File: config.mk
export PLATFORM = sky130hd
export DESIGN_NAME = rx_udp
export DESIGN_NICKNAME = d
export VERILOG_FILES = /design/src/rtl/rx_udp.sv
export SDC_FILE = /design/constraint.sdc
export NUM_CORES = 1
export LEC_CHECK = 0
export CORE_AREA = 2 2 101 103
export DETAILED_ROUTE_END_ITERATION = 10
export DIE_AREA = 0 0 103 105
export GPL_ROUTABILITY_DRIVEN = 0
export PLACE_DENSITY = 0.92
export SLEW_MARGIN = 25
export SYNTH_ARGS = -nofsm -noshare
export SYNTH_HDL_FRONTEND = slang
export SYNTH_SLANG_ARGS = --single-unit
File: constraint.sdc
create_clock -name RX_CLK -period 4.3 [get_ports RX_CLK]
set_clock_uncertainty 0.05 [all_clocks]
set_input_delay 1.075 -clock RX_CLK [delete_from_list [all_inputs] [get_ports RX_CLK]]
set_output_delay 1.075 -clock RX_CLK [all_outputs]
set_load 0.02 [all_outputs]
File: src/rtl/rx_udp.sv
// UDP receive stage: sits behind the IPv4 parser, walks the 8-byte UDP
// header, filters on the local destination port and streams the payload
// with registered valid/last strobes. It also latches the source IP, source
// port and length for the application, and pulses on malformed or truncated
// datagrams.
module rx_udp #(
  parameter int OCT     = 8,
  parameter int HDR_LEN = 8
) (
  input  logic             RX_CLK,
  input  logic             rst,
  input  logic [2*OCT-1:0] port_num,
  input  logic [4*OCT-1:0] rx_src_ip,
  input  logic             rx_data_udp,
  input  logic [OCT-1:0]   rx_data,
  output logic [4*OCT-1:0] rx_udp_src_ip,
  output logic [2*OCT-1:0] rx_udp_src_port,
  output logic [2*OCT-1:0] rx_udp_len,
  output logic             rx_payload_valid,
  output logic [OCT-1:0]   rx_payload,
  output logic             rx_payload_last,
  output logic             rx_frame_done,
  output logic             rx_frame_err
);

  typedef enum logic [2:0] {
    IDLE,
    SRC_PORT,
    DST_PORT,
    LEN,
    CSUM,
    PAYLOAD,
    DROP
  } state_t;

  // Header length and the decrement step, sized to the 16-bit header fields.
  localparam logic [2*OCT-1:0] HdrLenW = (2*OCT)'(HDR_LEN);
  localparam logic [2*OCT-1:0] RemOne  = (2*OCT)'(1);

  state_t           state_q, state_d;
  logic             cnt_q, cnt_d;
  logic [OCT-1:0]   hi_q, hi_d;
  logic [2*OCT-1:0] rem_q, rem_d;
  logic [4*OCT-1:0] src_ip_q, src_ip_d;
  logic [2*OCT-1:0] src_port_q, src_port_d;
  logic [2*OCT-1:0] len_q, len_d;
  logic [2*OCT-1:0] csum_q, csum_d;
  logic [OCT-1:0]   payload_q, payload_d;
  logic             valid_q, valid_d;
  logic             last_q, last_d;
  logic             done_q, done_d;
  logic             err_q, err_d;

  // A 16-bit header field completes when its second byte arrives; the first
  // byte is parked in hi_q, so the full field is the parked MSB plus this byte.
  logic [2*OCT-1:0] word;
  assign word = {hi_q, rx_data};

  // All state and output registers, cleared asynchronously by the reset.
  always_ff @(posedge RX_CLK or negedge rst) begin
    if (!rst) begin
      state_q    <= IDLE;
      cnt_q      <= 1'b0;
      hi_q       <= '0;
      rem_q      <= '0;
      src_ip_q   <= '0;
      src_port_q <= '0;
      len_q      <= '0;
      csum_q     <= '0;
      payload_q  <= '0;
      valid_q    <= 1'b0;
      last_q     <= 1'b0;
      done_q     <= 1'b0;
      err_q      <= 1'b0;
    end else begin
      state_q    <= state_d;
      cnt_q      <= cnt_d;
      hi_q       <= hi_d;
      rem_q      <= rem_d;
      src_ip_q   <= src_ip_d;
      src_port_q <= src_port_d;
      len_q      <= len_d;
      csum_q     <= csum_d;
      payload_q  <= payload_d;
      valid_q    <= valid_d;
      last_q     <= last_d;
      done_q     <= done_d;
      err_q      <= err_d;
    end
  end

  // Header walk, port filter and payload countdown. Strobes default low each
  // cycle; latched fields hold unless a header field completes.
  always_comb begin
    state_d    = state_q;
    cnt_d      = cnt_q;
    hi_d       = hi_q;
    rem_d      = rem_q;
    src_ip_d   = src_ip_q;
    src_port_d = src_port_q;
    len_d      = len_q;
    csum_d     = csum_q;
    payload_d  = payload_q;
    valid_d    = 1'b0;
    last_d     = 1'b0;
    done_d     = 1'b0;
    err_d      = 1'b0;

    unique case (state_q)
      IDLE: begin
        if (rx_data_udp) begin
          // First byte of a datagram is the source port MSB.
          hi_d     = rx_data;
          src_ip_d = rx_src_ip;
          cnt_d    = 1'b1;
          state_d  = SRC_PORT;
        end
      end

      SRC_PORT, DST_PORT, LEN, CSUM: begin
        if (!rx_data_udp) begin
          // Strobe fell before the header finished: truncated datagram.
          err_d   = 1'b1;
          cnt_d   = 1'b0;
          state_d = IDLE;
        end else if (!cnt_q) begin
          hi_d  = rx_data;
          cnt_d = 1'b1;
        end else begin
          cnt_d = 1'b0;
          unique case (state_q)
            SRC_PORT: begin
              src_port_d = word;
              state_d    = DST_PORT;
            end
            DST_PORT: begin
              // Traffic for another port is dropped silently.
              state_d = (word == port_num) ? LEN : DROP;
            end
            LEN: begin
              len_d = word;
              if (word < HdrLenW) begin
                err_d   = 1'b1;
                state_d = DROP;
              end else begin
                rem_d   = word - HdrLenW;
                state_d = CSUM;
              end
            end
            default: begin
              // Checksum is recorded only; an empty payload completes here.
              csum_d = word;
              if (rem_q == '0) begin
                done_d  = 1'b1;
                state_d = DROP;
              end else begin
                state_d = PAYLOAD;
              end
            end
          endcase
        end
      end

      PAYLOAD: begin
        if (!rx_data_udp) begin
          err_d   = 1'b1;
          state_d = IDLE;
        end else begin
          payload_d = rx_data;
          valid_d   = 1'b1;
          rem_d     = rem_q - RemOne;
          if (rem_q == RemOne) begin
            // Final payload byte: anything after it is link padding.
            last_d  = 1'b1;
            done_d  = 1'b1;
            state_d = DROP;
          end
        end
      end

      DROP: begin
        if (!rx_data_udp) begin
          state_d = IDLE;
        end
      end

      default: begin
        cnt_d   = 1'b0;
        state_d = IDLE;
      end
    endcase
  end

  assign rx_udp_src_ip    = src_ip_q;
  assign rx_udp_src_port  = src_port_q;
  assign rx_udp_len       = len_q;
  assign rx_payload_valid = valid_q;
  assign rx_payload       = payload_q;
  assign rx_payload_last  = last_q;
  assign rx_frame_done    = done_q;
  assign rx_frame_err     = err_q;

endmodule
==> Yosys cells after proc, flatten, opt, wreduce, memory -nomap -nowiden <==
Cells that the tools add are included.
{ "word_totals": {"out_inout_bits": 76, "reg_bits": 104, "wordCells": 90, "input_bits": 59} }
{ "op_classes": {"muxes": 41, "n_reduce_logical": 15, "bitwise_logic": 1, "n_addsub": 2, "n_eq_ne": 18, "order_cmp": 1} }
{ "op_table": {"columns": ["op", "n"], "rows": [
  ["$mux 16", 5],
  ["$pmux 16 s2", 1],
  ["$mux 8", 3],
  ["$mux 3", 7],
  ["$mux 1", 17],
  ["$eq 16x1->1 const B", 1],
  ["$eq 16x16->1", 1],
  ["$logic_not 16->1", 1],
  ["$lt 16x4->1 const B", 1],
  ["$ne 2x2->1 const B", 8],
  ["$pmux 8 s2", 1],
  ["$reduce_and 4->1", 4],
  ["$sub 16x1->16 const B", 1],
  ["$sub 16x4->16 const B", 1],
  ["$pmux 3 s4", 1],
  ["$eq 3x3->1 const B", 3],
  ["$pmux 3 s3", 1],
  ["$eq 3x2->1 const B", 2],
  ["$ne 3x3->1 const B", 2],
  ["$reduce_and 2->1", 3],
  ["$reduce_and 6->1", 1],
  ["$mux 2", 2],
  ["$pmux 1 s2", 2],
  ["$reduce_bool 2->1", 2],
  ["7 further kinds", 7]
]} }

==> Longest topological paths before layout <==
Gate-level depths: netlist (run 1).
{ "logic_depth": {"ltp_word": 6, "mapped_depth": 8, "mapped_depth_nobuf": 7} }

==> Least setup slack after synthesis (run 1) <==
Ideal clock, no wire load.
{ "synth_timing": {"path_type": "in2reg", "startpoint": "input port rx_data[3]", "endpoint": "register rem_q[15]", "setup_time_ps": 121, "arrival_ps": 2633, "slack_ps": 1496, "cell_stages": 7, "path_cell_list": "inv_1 ha_1 or4b_2 nor4_1 xnor2_1 a21oi_1 o22a_1"} }
{ "synth_via": {"elab_chain_cells": 6} }
{ "synth_rtl": {"columns": ["element", "line_no", "rtl"], "rows": [
  ["start: declaration", "15", "input logic [OCT-1:0] rx_data,"],
  ["$sub 16x4->16", "146", "rem_d = word - HdrLenW;"],
  ["$mux 16", "142", "if (word < HdrLenW) begin"],
  ["$mux 16", "131", "unique case (state_q)"],
  ["$mux 16", "126", "end else if (!cnt_q) begin"],
  ["$mux 16", "121", "if (!rx_data_udp) begin"],
  ["$pmux 16 s2", "109", "unique case (state_q)"],
  ["end signal: assignment", "79", "rem_q <= rem_d;"],
  ["end: declaration", "43", "logic [2*OCT-1:0] rem_q, rem_d;"]
]} }
Several ways; a longest one is shown, not always the timed one. The select of a mux whose other input is x is not followed.
A chain may end at the register's enable or synchronous reset.

==> Final worst setup path (run 1) <==
Ends and elaborated chain as after synthesis.

==> impl_metrics.py, run 1 <==
metrics = {
    "synth": {
        "ys_ff_latch": 104,
        "netlist_instances": 436,
        "yosysTopAreaCellShare_pct": 52.3,
        "ys_top_cells_by_area": "dfrtp_1 (52%), mux2_2 (16%), nand2_1 (3.2%), xor2_1 (2.8%), o21ai_0 (2.5%)",
        "synth_area_mm2": 0.00497,
        "ys_types": 60,
        "yosys_warnings": 0,
        "synthFlopType": "dfrtp_1",
        "syn_nets": 499,
        "ys_seq_area_share_pct": 52.3,
        "avgSynthCellArea_um2": 11.4,
        "yosysTopAreaCell": "dfrtp_1",
        "async_reset_ff_share_pct": 100,
        "synth_edf_count": 0,
    },
    "cts": {
        "cts_buffer_depth": 2,
        "cts_setup_buffers": 0,
        "cts_buffers": 9,
        "clk_pin_slew_ns": 0.10,
        "clock_latency_ns": 0.38,
        "cts_hold_buf": 0,
        "tritoncts": "built",
        "cts_sinks": 104,
        "htree_levels": 3,
        "root_buffer": "clkbuf_8",
        "ctsResizeCount": 0,
    },
    "timing": {
        "fmaxAchievable_mhz": 304,
        "period_share_pct": 76.5,
        "fin_setup_tns_ns": 0,
        "drv_slew": 0,
        "fin_ws_ns": 1.01,
        "rsz0062_at_grt": "false",
        "slew_headroom_pct": 45.9,
        "final.min_clock_period_ns": 3.29,
        "worst_pin_slew_ns": 0.805,
        "setup_viol": 0,
        "hold_viol": 0,
    },
    "worst_hold_path": {
        "hold_class": "flip-flop to flip-flop",
        "min-delay-start": "rx_payload[0]$_DFFE_PN0P_",
        "hold_end": "rx_payload[0]$_DFFE_PN0P_",
        "hold_depth": 2,
    },
    "global_routing": {
        "grt_max_degree": 50,
        "met1_usage_pct": 31.0,
        "grt_overflow": 0,
        "antenna_found_initial": 0,
        "grt_usage_pct": 26.2,
        "grt_pass1_wl_mm": 21.6,
        "grt.met2_usage_pct": 43.4,
        "top_usage_layer": "met2",
        "met3_usage_pct": 6.96,
        "grt_pass1_vias": 4237,
    },
    "critical_path": {
        "crit_path_max_fanout": 7,
        "regToRegSetupSlack_ns": 1.83,
        "critical_path_arrival_ns": 3.52,
        "end_kind": "flip-flop",
        "start_kind": "input port",
        "critPathRequiredTime_ns": 4.53,
        "regToRegStartpoint": "state_q[0]$_DFFE_PN0P_",
        "ff2ff_path_depth": 6,
        "reg2reg_to": "rx_udp_src_ip[25]$_DFFE_PN0P_",
        "worstSetupPathType": "input port to flip-flop",
    },
    "die": {
        "rows": 36,
        "chipHeight_um": 105,
        "die_w_um": 103,
        "dieArea_mm2": 0.0108,
        "num_io_pins": 135,
        "initial_core_util_pct": 51.6,
        "core_area_mm2": 0.00964,
    },
    "placed_design": {
        "dp_slack_ns": 0.692,
        "port_buffers": 134,
        "dp_hpwl_mm": 9.72,
        "place_area_mm2": 0.00639,
    },
    "layout": {
        "postLayoutCoreUtil_pct": 68.5,
        "final_cell_area_mm2": 0.00660,
        "n_antenna_cell": 0,
        "area_growth_pct": 32.7,
        "layout-drive-gt1-share_pct": 19.3,
        "final_cell_mix": "clkdlybuf4s50_1 (133), dfrtp_1 (104), mux2_2 (69), nand2_1 (43), o21ai_0 (25)",
        "fill_cells": 709,
        "final_common_cell": "clkdlybuf4s50_1",
        "num-nets-final": 622,
    },
    "route": {
        "wl_per_cell_um": 19.7,
        "vias_per_cell": 5.85,
        "wl_mm": 13.7,
        "first_pass_iters": 5,
        "drtIter0Drc": 465,
        "drc": 0,
        "num_vias": 4075,
        "ant_nets": 0,
    },
    "power_and_ir_drop": {
        "cellLeakagePower_nw": 2.71,
        "cellPowerDensity_mw_per_mm2": 748,
        "peakVddDrop_mv": 0.445,
    },
    "run": {
        "cap_violations": 0,
    },
    "run_status": {
        "run_status": "finished, final reports clean",
    },
}
stage by stage:
step | power, mW | hold WS (ns) | instances
6_report | 4.94 | 0.443 | 697
5_1_grt | 5.19 | 0.473 | 697
4_1_cts | 4.94 | 0.444 | 697
3_5_place_dp | 4.28 | 0.417 | 681
3_3_place_gp | 4.17 | 0.410 | 681
2_1_floorplan | 3.20 | 0.400 | 436
Yosys cell counts, drive strengths merged (4+ instances only):
cell / instances
a22o: 4
buf: 12
nand2: 44
o31ai: 6
mux2: 69
nor3: 9
o22ai: 4
o21ai: 28
or4: 5
or3: 6
nand3: 9
xor2: 16
ha: 4
a21oi: 15
xnor2: 10
or2: 4
dfrtp: 104
inv: 6
nor2: 19
clkbuf: 15
o22a: 4
nor4: 6
how the worst max path moves through the flow:
stage,cells past startpoint,startpoint,endpoint
after detailed placement,8,rx_data[3],rem_q[15]$_DFFE_PN0P_
after global routing,8,rx_data[3],rem_q[15]$_DFFE_PN0P_
final,8,rx_data[3],rem_q[15]$_DFFE_PN0P_
after floorplan,7,rx_data[3],rem_q[15]$_DFFE_PN0P_
after CTS,8,rx_data[3],rem_q[15]$_DFFE_PN0P_
after global placement,8,rx_data[3],rem_q[15]$_DFFE_PN0P_
metal layers:
layer	share of wire (%)	routed length, um
met5	0	0
met4	2.9	392
met3	8.4	1150
met2	52	7200
met1	36	4990
final cells by class:
type	count	area (um2)	area share [%]
repair buffers	139	1380	20.8
well taps	133	166	2.52
clock inverters	6	72.6	1.10
multi-input cells	298	2220	33.6
flip-flops and latches	104	2600	39.4
inverters	7	26.3	0.398
clock buffers	10	138	2.08
worst max-delay path, stage by stage:
cell and delay (ns):
clkdlybuf4s50_1 0.58, inv_1 0.19, ha_1 0.23, or4b_2 0.69, nor4_1 0.29, xnor2_1 0.16, a21oi_1 0.09, o22a_1 0.22
flip-flops by register name, summed over array words and instances, names as in the netlist:
register          flops
hi_q                  8
rx_payload_last       1
rem_q                16
rx_udp_src_port      16
rx_frame_err          1
rx_frame_done         1
rx_payload            8
cnt_q                 1
rx_udp_src_ip        32
rx_payload_valid      1
state_q               3
rx_udp_len           16
power breakdown:
group / total (mW) / leakage (nW) / internal [mW] / switching, mW
clock network: 0.655 / 0.104 / 0.293 / 0.363
registers: 1.87 / 1.27 / 1.45 / 0.418
logic: 2.41 / 1.33 / 1.24 / 1.17
logic make-up (layout without fill, tap and decap cells):
| kind of cell | Yosys count | after routing | synth area share, % |
|---|---|---|---|
| adders and majority gates | 4 | 4 | 1.01 |
| buffers and inverters | 34 | 162 | 3.12 |
| xor gates and xnor gates | 26 | 26 | 4.58 |
| muxes | 70 | 70 | 15.8 |
| DFF | 104 | 104 | 52.3 |
| and+or+nand+nor | 114 | 114 | 11.7 |
| AOI/OAI and AO/OA | 84 | 84 | 11.4 |
No activity file was read; power rests on OpenSTA's default activity.
==> run 2, diff against run 1 <==
--- a/config.mk
+++ b/config.mk
@@ -5,11 +5,11 @@
 export SDC_FILE = /design/constraint.sdc
 export NUM_CORES = 1
 export LEC_CHECK = 0
-export CORE_AREA = 2 2 101 103
+export CORE_AREA = 2 2 104 106
 export DETAILED_ROUTE_END_ITERATION = 10
-export DIE_AREA = 0 0 103 105
+export DIE_AREA = 0 0 106 108
 export GPL_ROUTABILITY_DRIVEN = 0
-export PLACE_DENSITY = 0.92
+export PLACE_DENSITY = 0.88
 export SLEW_MARGIN = 25
 export SYNTH_ARGS = -nofsm -noshare
 export SYNTH_HDL_FRONTEND = slang
==> constraint.sdc (replaced) <==
create_clock -name RX_CLK -period 3.3 [get_ports RX_CLK]
set_clock_uncertainty 0.05 [all_clocks]
set_input_delay 0.825 -clock RX_CLK [delete_from_list [all_inputs] [get_ports RX_CLK]]
set_output_delay 0.825 -clock RX_CLK [all_outputs]
set_load 0.02 [all_outputs]
==> run 2 against run 1 <==
Compared with the run above:
- sequential power increased by 31%
- via count is 0.98% higher
- sequential share of layout area is 0.77 points lower
- register-to-register slack got worse by 0.99 ns
- highest routed layer unchanged
==> impl_metrics.py, run 2 (synthesis results as in run 1) <==
metrics = {
    "run_status": {
        "run_status": "finished, final reports clean",
    },
    "layout": {
        "final_common_cell": "clkdlybuf4s50_1",
        "layout-drive-gt1-share_pct": 21.0,
        "area_growth_pct": 35.3,
        "postLayoutCoreUtil_pct": 65.8,
        "largest_register_ffs": 32,
        "n_antenna_cell": 0,
        "fill_cells": 765,
        "num-nets-final": 634,
        "final_cell_mix": "clkdlybuf4s50_1 (133), dfrtp_1 (104), mux2_2 (69), nand2_1 (43), o21ai_0 (25)",
    },
    "timing": {
        "hold_viol": 0,
        "setup_viol": 0,
        "final.min_clock_period_ns": 2.83,
        "drv_slew": 0,
        "period_share_pct": 85.8,
        "rsz0062_at_grt": "false",
        "fin_setup_tns_ns": 0,
        "worst_pin_slew_ns": 0.948,
        "fmaxAchievable_mhz": 353,
        "slew_headroom_pct": 36.4,
    },
    "worst_hold_path": {
        "hold_class": "input port to asynchronous set/reset pin",
    },
    "cts": {
        "cts_setup_buffers": 0,
        "cts_buffers": 9,
        "clk_pin_slew_ns": 0.10,
        "htree_levels": 3,
        "cts_hold_buf": 0,
        "clock_latency_ns": 0.37,
        "root_buffer": "clkbuf_8",
        "cts_buffer_depth": 2,
        "cts_sinks": 104,
        "tritoncts": "built",
        "ctsResizeCount": 0,
    },
    "power_and_ir_drop": {
        "p_total_mw": 6.49,
        "cellLeakagePower_nw": 2.78,
        "cellPowerDensity_mw_per_mm2": 964,
        "peakVddDrop_mv": 0.559,
    },
    "global_routing": {
        "grt_pass1_wl_mm": 22.6,
        "grt_pass1_vias": 4394,
        "grt_usage_pct": 25.4,
        "grt_max_degree": 83,
        "grt_overflow": 0,
        "antenna_found_initial": 0,
    },
    "critical_path": {
        "crit_path_max_fanout": 5,
        "critical_path_arrival_ns": 3.05,
        "end_kind": "flip-flop",
        "worstSetupPathType": "input port to flip-flop",
        "path_cells": "clkdlybuf4s50_1 -> inv_1 -> ha_1 -> or4b_2 -> nor4_1 -> xnor2_1 -> a21oi_1 -> o22a_1",
        "critPathRequiredTime_ns": 3.52,
        "cpPeakStageDelay_ns": 0.67,
        "cpMaxStageDelayCell": "or4b_2",
        "start_kind": "input port",
    },
    "route": {
        "wl_mm": 13.8,
        "ant_nets": 0,
        "num_vias": 4115,
        "drc": 0,
        "first_pass_iters": 5,
        "wl_per_cell_um": 19.4,
        "drtIter0Drc": 593,
        "vias_per_cell": 5.78,
    },
    "die": {
        "core_area_mm2": 0.0102,
        "num_io_pins": 135,
        "chipHeight_um": 108,
        "die_w_um": 106,
        "initial_core_util_pct": 48.6,
        "rows": 37,
        "dieArea_mm2": 0.0114,
    },
    "placed_design": {
        "port_buffers": 134,
        "dp_hpwl_mm": 10.2,
    },
    "run": {
        "cap_violations": 0,
    },
}
## run 2: cell count changes in the layout (fill, tap and decap cells not counted)
| cell | before | now |
|---|---|---|
| buf_4 | 6 | 16 |
| clkinv_8 | 0 | 1 |
| inv_6 | 3 | 1 |
| buf_12 | 0 | 2 |
| clkinv_4 | 1 | 0 |
| inv_8 | 0 | 2 |
## run 2: path summary, 6_finish.rpt
check                                               end                      start  slack, ns  cells past startpoint
hold / removal             rx_udp_src_ip[9]$_DFFE_PN0P_                        rst       0.29                      1
min in group RX_CLK           rx_payload[5]$_DFFE_PN0P_  rx_payload[5]$_DFFE_PN0P_       0.44                      2
setup / recovery                  rem_q[15]$_DFFE_PN0P_                 rx_data[4]       0.47                      8
setup reg to reg                  rem_q[14]$_DFFE_PN0P_     state_q[2]$_DFFE_PN0P_       0.84                      4
hold reg to reg               rx_payload[5]$_DFFE_PN0P_  rx_payload[5]$_DFFE_PN0P_       0.44                      2
max in group asynchronous     rx_udp_len[8]$_DFFE_PN0P_                        rst       2.20                      2
## run 2: critical path, delay by kind of cell
family	cells	cell delay (ns)
simple gates	2	0.93
compound gates	2	0.31
buf+inv	2	0.62
fa+ha+maj	1	0.19
xor+xnor	1	0.18
## run 2: power breakdown
part           leakage (nW)  total [mW]  internal, mW  switching, mW
sequential             1.27        2.45          1.89          0.556
combinational          1.40        3.17          1.65           1.52
clock                 0.110       0.871         0.391          0.480
total                  2.78        6.49          3.93           2.56
## run 2: layer usage
metal / wire length, um / global-route usage (%)
met5: 0 / 0
met4: 433 / 10.7
met3: 1020 / 4.88
met2: 6950 / 42.9
met1: 5440 / 32.4
## run 2: layout make-up
type	count	area (um2)	area share [%]
well taps	136	170	2.53
clock inverters	6	85.1	1.26
clock buffers	10	138	2.04
flip-flops and latches	104	2600	38.7
inverters	7	26.3	0.390
multi-input cells	298	2220	33.0
repair buffers	151	1490	22.2
## run 2: per-stage QoR
step | instance area [um2] | instances | worst slack (ns) | hold WS [ns]
CTS | 6730 | 712 | 0.495 | 0.291
finish | 6730 | 712 | 0.467 | 0.287
detailed placement | 6510 | 696 | 0.106 | 0.413
floorplan | 4970 | 436 | 0.746 | 0.400
global route | 6730 | 712 | 0.348 | 0.291
global placement | 6510 | 696 | 0.151 | 0.411
